### config.mk
export PLATFORM = sky130hd
export DESIGN_NAME = knn_vote_flat
export DESIGN_NICKNAME = d
export VERILOG_FILES = /design/src/rtl/knn_vote_if.sv /design/src/rtl/knn_vote.sv /design/src/flat_wrapper.sv
export SDC_FILE = /design/constraint.sdc
export NUM_CORES = 1
export LEC_CHECK = 0
export CORE_ASPECT_RATIO = 0.8
export CORE_MARGIN = 2
export CORE_UTILIZATION = 50
export CTS_BUF_LIST = sky130_fd_sc_hd__clkbuf_8 sky130_fd_sc_hd__clkbuf_16
export CTS_CLUSTER_DIAMETER = 80
export DETAILED_ROUTE_END_ITERATION = 8
export GPL_TIMING_DRIVEN = 1
export PLACE_DENSITY = 0.75
export SYNTH_ARGS = -nofsm -noshare
export SYNTH_HDL_FRONTEND = slang
export SYNTH_SLANG_ARGS = --single-unit
export TNS_END_PERCENT = 100
### constraint.sdc
create_clock -name clk -period 4.13 [get_ports clk]
set_input_delay 0.413 -clock clk [delete_from_list [all_inputs] [get_ports clk]]
set_output_delay 0.413 -clock clk [all_outputs]
set_load 0.05 [all_outputs]
### src/rtl/knn_vote_if.sv
// Neighbour-entry and vote-result handshakes for knn_vote.
// The master side feeds neighbours and consumes the vote; the slave side is the voter.
interface knn_vote_if #(
    parameter int DATA_W     = 32,
    parameter int LABEL_BITS = 8,
    parameter int NBR_KNN    = 4
);
    localparam int CNT_W = $clog2(NBR_KNN + 1);

    logic                  nn_valid;
    logic                  nn_ready;
    logic [LABEL_BITS-1:0] nn_label;
    logic [DATA_W-1:0]     nn_dist;
    logic                  vote_valid;
    logic                  vote_ready;
    logic [LABEL_BITS-1:0] vote_label;
    logic [CNT_W-1:0]      vote_count;
    logic [1:0]            vote_err;

    modport master (
        output nn_valid, nn_label, nn_dist, vote_ready,
        input  nn_ready, vote_valid, vote_label, vote_count, vote_err
    );

    modport slave (
        input  nn_valid, nn_label, nn_dist, vote_ready,
        output nn_ready, vote_valid, vote_label, vote_count, vote_err
    );
endinterface

### src/rtl/knn_vote.sv
// k-nearest-neighbour majority vote: collects NBR_KNN ranked neighbours, tallies
// per-label votes, then scans labels to pick the winner (ties go to the nearest first vote).
module knn_lbl_lane #(
    parameter int CNT_W  = 3,
    parameter int RANK_W = 2
) (
    input  logic              clk,
    input  logic              rst,
    input  logic              clr,
    input  logic              hit,
    input  logic [RANK_W-1:0] rank,
    output logic [CNT_W-1:0]  cnt,
    output logic [RANK_W-1:0] first
);
    always_ff @(posedge clk) begin
        if (!rst || clr) begin
            cnt   <= '0;
            first <= '0;
        end else if (hit) begin
            // first rank is only meaningful once cnt is nonzero
            if (cnt == '0) first <= rank;
            cnt <= cnt + 1'b1;
        end
    end
endmodule

module knn_vote #(
    parameter int DATA_W     = 32,
    parameter int LABEL_BITS = 8,
    parameter int NBR_LABELS = 4,
    parameter int NBR_KNN    = 4
) (
    input  logic       clk,
    input  logic       rst,
    input  logic       start,
    output logic       busy,
    knn_vote_if.slave  bus
);
    localparam int CNT_W  = $clog2(NBR_KNN + 1);
    localparam int RANK_W = (NBR_KNN > 1) ? $clog2(NBR_KNN) : 1;
    localparam int LBL_W  = (NBR_LABELS > 1) ? $clog2(NBR_LABELS) : 1;
    localparam int SCAN_W = $clog2(NBR_LABELS + 1);
    localparam logic [LABEL_BITS:0] NL_EXT = (LABEL_BITS + 1)'(NBR_LABELS);

    typedef enum logic [1:0] {IDLE, COLLECT, DECIDE, OUTPUT} state_t;
    state_t state, state_nxt;

    logic                  clr, accept, last_ent, in_range, scan_done, take;
    logic [CNT_W-1:0]      ent_cnt;
    logic [DATA_W-1:0]     prev_dist;
    logic [1:0]            err;
    logic [SCAN_W-1:0]     scan_idx;
    logic [LBL_W-1:0]      scan_lbl;
    logic [CNT_W-1:0]      scan_cnt;
    logic [RANK_W-1:0]     scan_first;
    logic [LABEL_BITS-1:0] best_label;
    logic [CNT_W-1:0]      best_cnt;
    logic [RANK_W-1:0]     best_first;

    logic [NBR_LABELS-1:0][CNT_W-1:0]  cnt_arr;
    logic [NBR_LABELS-1:0][RANK_W-1:0] first_arr;
    logic [NBR_LABELS-1:0]             hit;

    assign clr       = (state == IDLE) && start;
    assign accept    = bus.nn_valid && (state == COLLECT);
    assign in_range  = {1'b0, bus.nn_label} < NL_EXT;
    assign last_ent  = ent_cnt == CNT_W'(NBR_KNN - 1);
    assign scan_done = scan_idx == SCAN_W'(NBR_LABELS);
    assign scan_lbl  = scan_idx[LBL_W-1:0];

    for (genvar l = 0; l < NBR_LABELS; l++) begin : g_lane
        assign hit[l] = accept && in_range && (bus.nn_label == LABEL_BITS'(l));
        knn_lbl_lane #(.CNT_W(CNT_W), .RANK_W(RANK_W)) u_lane (
            .clk   (clk),
            .rst   (rst),
            .clr   (clr),
            .hit   (hit[l]),
            .rank  (ent_cnt[RANK_W-1:0]),
            .cnt   (cnt_arr[l]),
            .first (first_arr[l])
        );
    end

    always_ff @(posedge clk) begin
        if (!rst) state <= IDLE;
        else      state <= state_nxt;
    end

    always_comb begin
        state_nxt      = state;
        bus.nn_ready   = 1'b0;
        bus.vote_valid = 1'b0;
        busy           = 1'b1;
        case (state)
            IDLE: begin
                busy = 1'b0;
                if (start) state_nxt = COLLECT;
            end
            COLLECT: begin
                bus.nn_ready = 1'b1;
                if (bus.nn_valid && last_ent) state_nxt = DECIDE;
            end
            DECIDE:  if (scan_done) state_nxt = OUTPUT;
            OUTPUT: begin
                bus.vote_valid = 1'b1;
                if (bus.vote_ready) state_nxt = IDLE;
            end
            default: state_nxt = IDLE;
        endcase
    end

    always_comb begin
        scan_cnt   = cnt_arr[scan_lbl];
        scan_first = first_arr[scan_lbl];
        take = (scan_cnt > best_cnt) ||
               ((scan_cnt == best_cnt) && (scan_cnt != '0) && (scan_first < best_first));
    end

    // The scan spends one extra cycle with scan_idx == NBR_LABELS before OUTPUT.
    always_ff @(posedge clk) begin
        if (!rst || clr) begin
            ent_cnt    <= '0;
            prev_dist  <= '0;
            err        <= '0;
            scan_idx   <= '0;
            best_label <= '0;
            best_cnt   <= '0;
            best_first <= '0;
        end else begin
            if (accept) begin
                ent_cnt   <= last_ent ? '0 : ent_cnt + 1'b1;
                prev_dist <= bus.nn_dist;
                if (!in_range) err[0] <= 1'b1;
                if (ent_cnt != '0 && bus.nn_dist < prev_dist) err[1] <= 1'b1;
            end
            if (state == DECIDE && !scan_done) begin
                scan_idx <= scan_idx + 1'b1;
                if (take) begin
                    best_label <= LABEL_BITS'(scan_lbl);
                    best_cnt   <= scan_cnt;
                    best_first <= scan_first;
                end
            end
        end
    end

    assign bus.vote_label = best_label;
    assign bus.vote_count = best_cnt;
    assign bus.vote_err   = err;
endmodule

### src/flat_wrapper.sv
// flat-port wrapper written by rule: the top's interface ports become plain ports
module knn_vote_flat 
#(
    parameter int DATA_W     = 32,
    parameter int LABEL_BITS = 8,
    parameter int NBR_LABELS = 4,
    parameter int NBR_KNN    = 4
)
  (clk, rst, start, busy, bus_nn_valid, bus_nn_label, bus_nn_dist, bus_vote_ready, bus_nn_ready, bus_vote_valid, bus_vote_label, bus_vote_count, bus_vote_err);
  knn_vote_if #(.DATA_W(DATA_W), .LABEL_BITS(LABEL_BITS), .NBR_KNN(NBR_KNN)) bus_i ();
  input  logic clk;
  input  logic rst;
  input  logic start;
  output logic busy;
  input wire logic [$bits(bus_i.nn_valid)-1:0] bus_nn_valid;
  input wire logic [$bits(bus_i.nn_label)-1:0] bus_nn_label;
  input wire logic [$bits(bus_i.nn_dist)-1:0] bus_nn_dist;
  input wire logic [$bits(bus_i.vote_ready)-1:0] bus_vote_ready;
  output wire logic [$bits(bus_i.nn_ready)-1:0] bus_nn_ready;
  output wire logic [$bits(bus_i.vote_valid)-1:0] bus_vote_valid;
  output wire logic [$bits(bus_i.vote_label)-1:0] bus_vote_label;
  output wire logic [$bits(bus_i.vote_count)-1:0] bus_vote_count;
  output wire logic [$bits(bus_i.vote_err)-1:0] bus_vote_err;
  assign bus_i.nn_valid = bus_nn_valid;
  assign bus_i.nn_label = bus_nn_label;
  assign bus_i.nn_dist = bus_nn_dist;
  assign bus_i.vote_ready = bus_vote_ready;
  assign bus_nn_ready = bus_i.nn_ready;
  assign bus_vote_valid = bus_i.vote_valid;
  assign bus_vote_label = bus_i.vote_label;
  assign bus_vote_count = bus_i.vote_count;
  assign bus_vote_err = bus_i.vote_err;
  knn_vote #(.DATA_W(DATA_W), .LABEL_BITS(LABEL_BITS), .NBR_LABELS(NBR_LABELS), .NBR_KNN(NBR_KNN)) u_core (.clk(clk), .rst(rst), .start(start), .busy(busy), .bus(bus_i));
endmodule
---- After elaboration in Yosys (flattened, before gate mapping) ----
Cells that the tools add are included.
word-level totals
  register bits ........................... 69
  latch bits .............................. 0
  memory bits (writable) .................. 0
  memory bits (read-only) ................. 0
  input bits .............................. 45
  word-level logic and storage cells ...... 87
  memories kept ........................... 0
cells by class
  add/sub/neg operators ................... 6
  multiply operators ...................... 0
  divide/modulo/power cells ............... 0
  $lt $le $gt $ge ......................... 5
  equality and inequality tests ........... 13
  shift-type cells ........................ 0
  mux-type cells .......................... 13
  bitwise operators ....................... 1
  reductions and logical operators ........ 32
operators by type and width
  kind                                                 count
  < comparator 32 bit                                  1
  adder 3 x 1 -> 3 bit, second input constant          6
  equality test 8 x 2 -> 1 bit, second input constant  2
  AND reduction 2 bit                                  7
  logical AND 1 bit                                    12
  logical NOT 3 bit                                    4
  2-to-1 mux 2 bit                                     5
  equality test 8 x 1 -> 1 bit, second input constant  1
  logical NOT 8 bit                                    1
  < comparator 8 x 3 -> 1 bit, second input constant   1
  one-hot mux 2 bit (4 select lines)                   1
  binary-select mux 3 bit (select 2 bit)               1
  2-to-1 mux 3 bit                                     2
  != test 2 bit, second input constant                 3
  nonzero test 3 bit                                   2
  binary-select mux 2 bit (select 2 bit)               1
  equality test 2 bit, second input constant           2
  AND reduction 4 bit                                  1
  equality test 3 x 2 -> 1 bit, second input constant  1
  equality test 3 bit                                  1
  equality test 3 bit, second input constant           1
  greater-than comparator 3 bit                        1
  < comparator 2 x 3 -> 1 bit, second input constant   1
  2-to-1 mux 1 bit                                     3
  7 further kinds                                      9

---- Longest topological paths before layout ----
  depth in word-level cells ............... 7
  gate-level depth with buffers ........... 9
  gate-level depth less buffers ........... 8

---- By module ----
Synthesis repeated with hierarchy kept, for this count alone.
unflattened totals
  cells, all modules ...................... 468
  area total of the unflattened synthesis .. 3,991.3 um^2
modules (own cells, without submodules)
  module        instances  cells each  area each (um^2)
  knn_vote      1          372         2,990.4
  knn_lbl_lane  4          24          250.2

---- Least setup slack after synthesis ----
No wires, ideal clock.
  path kind ............................... reg2reg
  start point ............................. register u_core.state[1]
  end point ............................... register u_core.g_lane[2].u_lane.first[0]
  data arrival time ....................... 2,233 ps
  data required time ...................... 4,002 ps
  setup slack ............................. 1,770 ps
  cell stages (with the launch flop) ...... 9
  path buffers ............................ 1
  period minus slack after synthesis ...... 2,360 ps
  cells stage by stage .................... dfxtp_1 inv_1 ha_1 and2_1 clkbuf_1 nand4_1 nor4b_1 mux2i_1 nor2_1
on the way
  cells in the longest elaborated chain, start to end .. 5
RTL lines
  item                                  line            source
  start, declared                       knn_vote.sv:46  state_t state, state_nxt;
  start signal, assigned                knn_vote.sv:86  else state <= state_nxt;
  equality test 2 x 1 -> 1 bit          knn_vote.sv:65  assign accept = bus.nn_valid && (state == COLLECT);
  logical AND 1 bit                     knn_vote.sv:65
  logical AND 1 bit (2 in series)       knn_vote.sv:72  assign hit[l] = accept && in_range && (bus.nn_label == LABEL_BITS'(l));
  AND reduction 2 bit (no source line)  -
  end signal, assigned                  knn_vote.sv:21  if (cnt == '0) first <= rank;
  end, declared                         knn_vote.sv:13  output logic [RANK_W-1:0] first
Parallel ways exist; a longest one is shown, timed or not.
A chain may end at the register's enable or synchronous reset.

---- Final worst setup path ----
  start point ............................. register u_core.scan_idx[0]
  end point ............................... register u_core.best_first[0]
on the way
  cells in the longest elaborated chain, start to end .. 7
RTL lines
  item                                                                                   line             source
  start, declared                                                                        knn_vote.sv:52   logic [SCAN_W-1:0] scan_idx;
  start signal, assigned                                                                 knn_vote.sv:137  scan_idx <= scan_idx + 1'b1;
  parallel branches: the longest is 7 deep, another holds greater-than comparator 3 bit  -
  end signal, assigned                                                                   knn_vote.sv:141  best_first <= scan_first;
  end, declared                                                                          knn_vote.sv:58   logic [RANK_W-1:0] best_first;
Several ways; the timed one is not identified. The select of a mux whose other input is x is not followed.

==> run summary <==
The flow ran to the end, and the final reports show no timing, DRC or antenna violations. For the worst flop-to-flop path, the logic depth is 7. The wire length of the first global-routing pass is 14000 µm, and the number of max-capacitance violations reported is 0. The mux share of post-synthesis cell area works out to 8.18%.

The worst hold path begins at u_core.prev_dist[24]. For the total count of hold-check failures in the final report, the log shows 0. The average detailed-routed wire length per instance was 13.0 µm; the height of the chip was 83.2 µm. In the final layout, flip-flops and latches occupy 0.00138 mm². Once the clock tree was built, the setup fixing pass inserted 0 buffers. The routed design has 8170 µm of wire. For the number of H-tree levels, the log shows 3.

The setup clock skew after layout is 0.00607 ns. The congestion estimate from routability-driven global placement came to 0.776. Setup repair after global routing left no endpoint under its margin. The share of the Yosys chip area taken by registers is 35.3%. The normalized max-slew margin was 50.2%; the cell count after synthesis was 470. The core region is 0.00750 mm². The buffer levels on the longest clock path was 2; the post-detailed-route count of antenna-violating nets was 0. The initialized floorplan defines 28 standard-cell rows. The multi-input combinational cells in the finished layout cover a total of 0.00223 mm². The tools report the category of the worst setup path capture point as a flip-flop. Setup violations remaining at the end of the flow were counted as 0. By area, the combinational part of the netlist is dominated by simple AND/OR/NAND/NOR gates. The smallest clock period supported by the final layout is computed as 2.63 ns. The width of the die works out to 103 µm. The synthesized area per cell works out to 8.34 µm².

STA classifies the critical path startpoint as a flip-flop. In the routed layout, each cell is associated on average with a via count of 5.12. Summing the areas of all xor and xnor instances in the mapped netlist gives 2.24% of the synthesized area. Data on the critical path is required at its endpoint by 4.40 ns. The tools report the pin count of the biggest net entering global routing as 38. The clock reaches the later pin of the worst-skew pair after 0.35 ns.

The min-delay analysis places its worst path in the category flip-flop to flip-flop. The sink of the worst hold path was u_core.prev_dist[24]. The Yosys warning count is 0, and the number of global-route vias before repair is 3113.

For the final routed database, the setup TNS stands at 0 ns. The hold path depth is 2. TritonCTS built the clock tree.

The total chip power was 1890 µW. The cts-stage hold buffer count is 0, and the global route total overflow is 0. The synthesized design contains 69 register bits. In the layout the commonest cells are 94 x sky130_fd_sc_hd__nand2_1, 69 x sky130_fd_sc_hd__dfxtp_1, 54 x sky130_fd_sc_hd__clkdlybuf4s50_1. STA puts the critical path data arrival time at 2.90 ns. The number of antenna violations at the first check in global routing is 0, and the all-layer global routing usage is 20.3%.

The routed layout has 3216 vias. Count of cell types in the netlist: 46. The utilization after layout came out at 63.1%. Netlist area before placement: 0.00392 mm². Derived from the worst setup path, the maximum achievable clock frequency is 380 MHz. 61 I/O pins were placed. The net count of the finished layout is 615. The maximum ir drop on the vdd rail came out at 0.263 mV.

For this configuration, the core starts out at a cell density of 52.3%. The DRC violation count after routing came out at 0. Start-to-end type of the worst setup path: flip-flop to flip-flop.

At the pin with the least slew margin, the transition time is 0.737 ns. The tree is rooted in a sky130_fd_sc_hd__clkbuf_8. 0 antenna diodes ended up in the layout. The die covers 0.00856 mm².

First-iteration detailed-routing DRC count: 157. Along the worst path, the maximum fanout reaches 9. The tools report the static leakage power as 0.00177 µW. The run gives 645 as the final-layout fill cell count. The endpoint identified for the worst register-to-register timing path is u_core.best_first[0]. After clock tree synthesis, the clock-pin slew on the worst setup and hold paths is 0.08 ns. Leaving out fill and tap cells, the most frequent cell in the layout is sky130_fd_sc_hd__nand2_1. The simple logic cell fraction of the synthesized area was 19.5%. The worst register-to-register path has a setup slack of 1.50 ns. In this run the critical register-to-register path is launched from u_core.scan_idx[0]. On the final layout, the worst hold slack is 0.455 ns. TritonCTS created 9 clock buffers.

The adder-cell area share of the yosys netlist is 16.6%, and the share of post-route cells with drive strength above 1 is 4.78%. The final-report max-slew violation count is 0, and the HPWL after detailed placement is 5850 µm. The area growth from synthesis to layout is 20.8%. The ratio of total power to cell area was 400 mW/mm². The count of input and output buffers works out to 54. In the finished design, the share of the clock period the worst path needs comes to 63.6%.

After clock tree synthesis, the repair step resized 0 gates. The synthesized netlist devotes 9.84% of its cell area to compound gates. Clock tree synthesis found a total of 69 sinks.

Before antenna repair, the detailed router went through 4 iterations.
logic make-up (layout without fill, tap and decap cells):
logic type	after synthesis	count (layout)
XOR/XNOR	10	10
adder cells (fa/ha/maj)	52	52
buffers and inverters	78	126
flip-flops	69	69
AO/OA/AOI/OAI	66	66
AND/OR/NAND/NOR	169	169
multiplexers	25	25
other	1	6
layout make-up:
type | instances | share of cell area, %
well taps | 105 | 2.78
flip-flops and latches | 69 | 29.2
multi-input cells | 328 | 47.2
clock buffers | 10 | 2.91
inverters | 53 | 4.20
clock inverters | 6 | 1.82
repair buffers | 57 | 11.9
layer usage:
layer	track usage [%]	up-vias	share of wire, %
li1	-	1644	-
met5	0	-	0
met4	5.62	0	1.2
met2	33.1	84	46
met3	5.22	11	5.5
met1	26.6	1477	47
registers in the layout, indices dropped and copies added, names as in the netlist:
signal	count
u_core.best_first	2
u_core.bus.vote_count	3
u_core.bus.vote_err	2
u_core.bus.vote_label	2
u_core.ent_cnt	3
u_core.g_lane.u_lane.cnt	12
u_core.g_lane.u_lane.first	8
u_core.prev_dist	32
u_core.scan_idx	3
u_core.state	2
critical path, cell delays in order (launching register included):
cell,delay [ns]
sky130_fd_sc_hd__dfxtp_1,0.63
sky130_fd_sc_hd__mux4_1,0.65
sky130_fd_sc_hd__inv_1,0.08
sky130_fd_sc_hd__ha_1,0.23
sky130_fd_sc_hd__nand3_1,0.11
sky130_fd_sc_hd__o21ai_1,0.11
sky130_fd_sc_hd__nor3_4,0.46
sky130_fd_sc_hd__mux2i_1,0.28
cell usage after synthesis, drive strengths merged:
| cell | instances | area share (%) |
|---|---|---|
| a2111oi | 3 | 0.67 |
| a211oi | 1 | 0.19 |
| a21boi | 1 | 0.19 |
| a21o | 4 | 0.77 |
| a21oi | 47 | 6.1 |
| a221o | 2 | 0.51 |
| a221oi | 1 | 0.22 |
| a32o | 1 | 0.26 |
| and2 | 2 | 0.32 |
| and3 | 3 | 0.48 |
| and4 | 2 | 0.45 |
| and4b | 1 | 0.26 |
| and4bb | 1 | 0.32 |
| buf | 11 | 1.8 |
| clkbuf | 14 | 1.3 |
| conb | 1 | 0.096 |
| dfxtp | 69 | 35 |
| ha | 52 | 17 |
| inv | 53 | 5.1 |
| mux2i | 20 | 5.1 |
| mux4 | 5 | 3.1 |
| nand2 | 95 | 9.1 |
| nand2b | 2 | 0.32 |
| nand3 | 8 | 1.0 |
| nand3b | 1 | 0.19 |
| nand4 | 7 | 1.1 |
| nand4b | 2 | 0.45 |
| nor2 | 30 | 2.9 |
| nor2b | 5 | 0.80 |
| nor3 | 4 | 0.80 |
| nor3b | 1 | 0.19 |
| nor4 | 1 | 0.16 |
| nor4b | 1 | 0.22 |
| o211a | 1 | 0.26 |
| o21ai | 4 | 0.51 |
| o22ai | 1 | 0.16 |
| or2 | 1 | 0.16 |
| or3 | 2 | 0.32 |
| xnor2 | 6 | 1.3 |
| xor2 | 4 | 0.89 |
power breakdown:
group | total [µW] | internal, µW | switching (µW)
Combinational | 528 | 196 | 332
Clock | 619 | 355 | 264
Sequential | 746 | 709 | 37.4
Total | 1890 | 1260 | 634
stage by stage:
| stage | instances | area (µm²) | setup WS (ns) |
|---|---|---|---|
| after detailed placement | 612 | 4510 | 1.32 |
| after global routing | 628 | 4730 | 1.32 |
| after CTS | 628 | 4730 | 1.47 |
| after global placement | 612 | 4510 | 1.44 |
| after floorplan | 475 | 3940 | 1.77 |
| final | 628 | 4730 | 1.50 |
how the worst max path moves through the flow:
stage,start,end,cells past startpoint
2_1_floorplan,u_core.state[1],u_core.g_lane[2].u_lane.first[0],8
3_3_place_gp,bus_nn_dist[18],u_core.bus.vote_err[1],7
3_5_place_dp,bus_nn_dist[18],u_core.bus.vote_err[1],7
4_1_cts,u_core.scan_idx[0],u_core.best_first[0],7
5_1_grt,u_core.scan_idx[0],u_core.bus.vote_count[2],7
6_report,u_core.scan_idx[0],u_core.best_first[0],7
(Power assumes the default switching activity.)
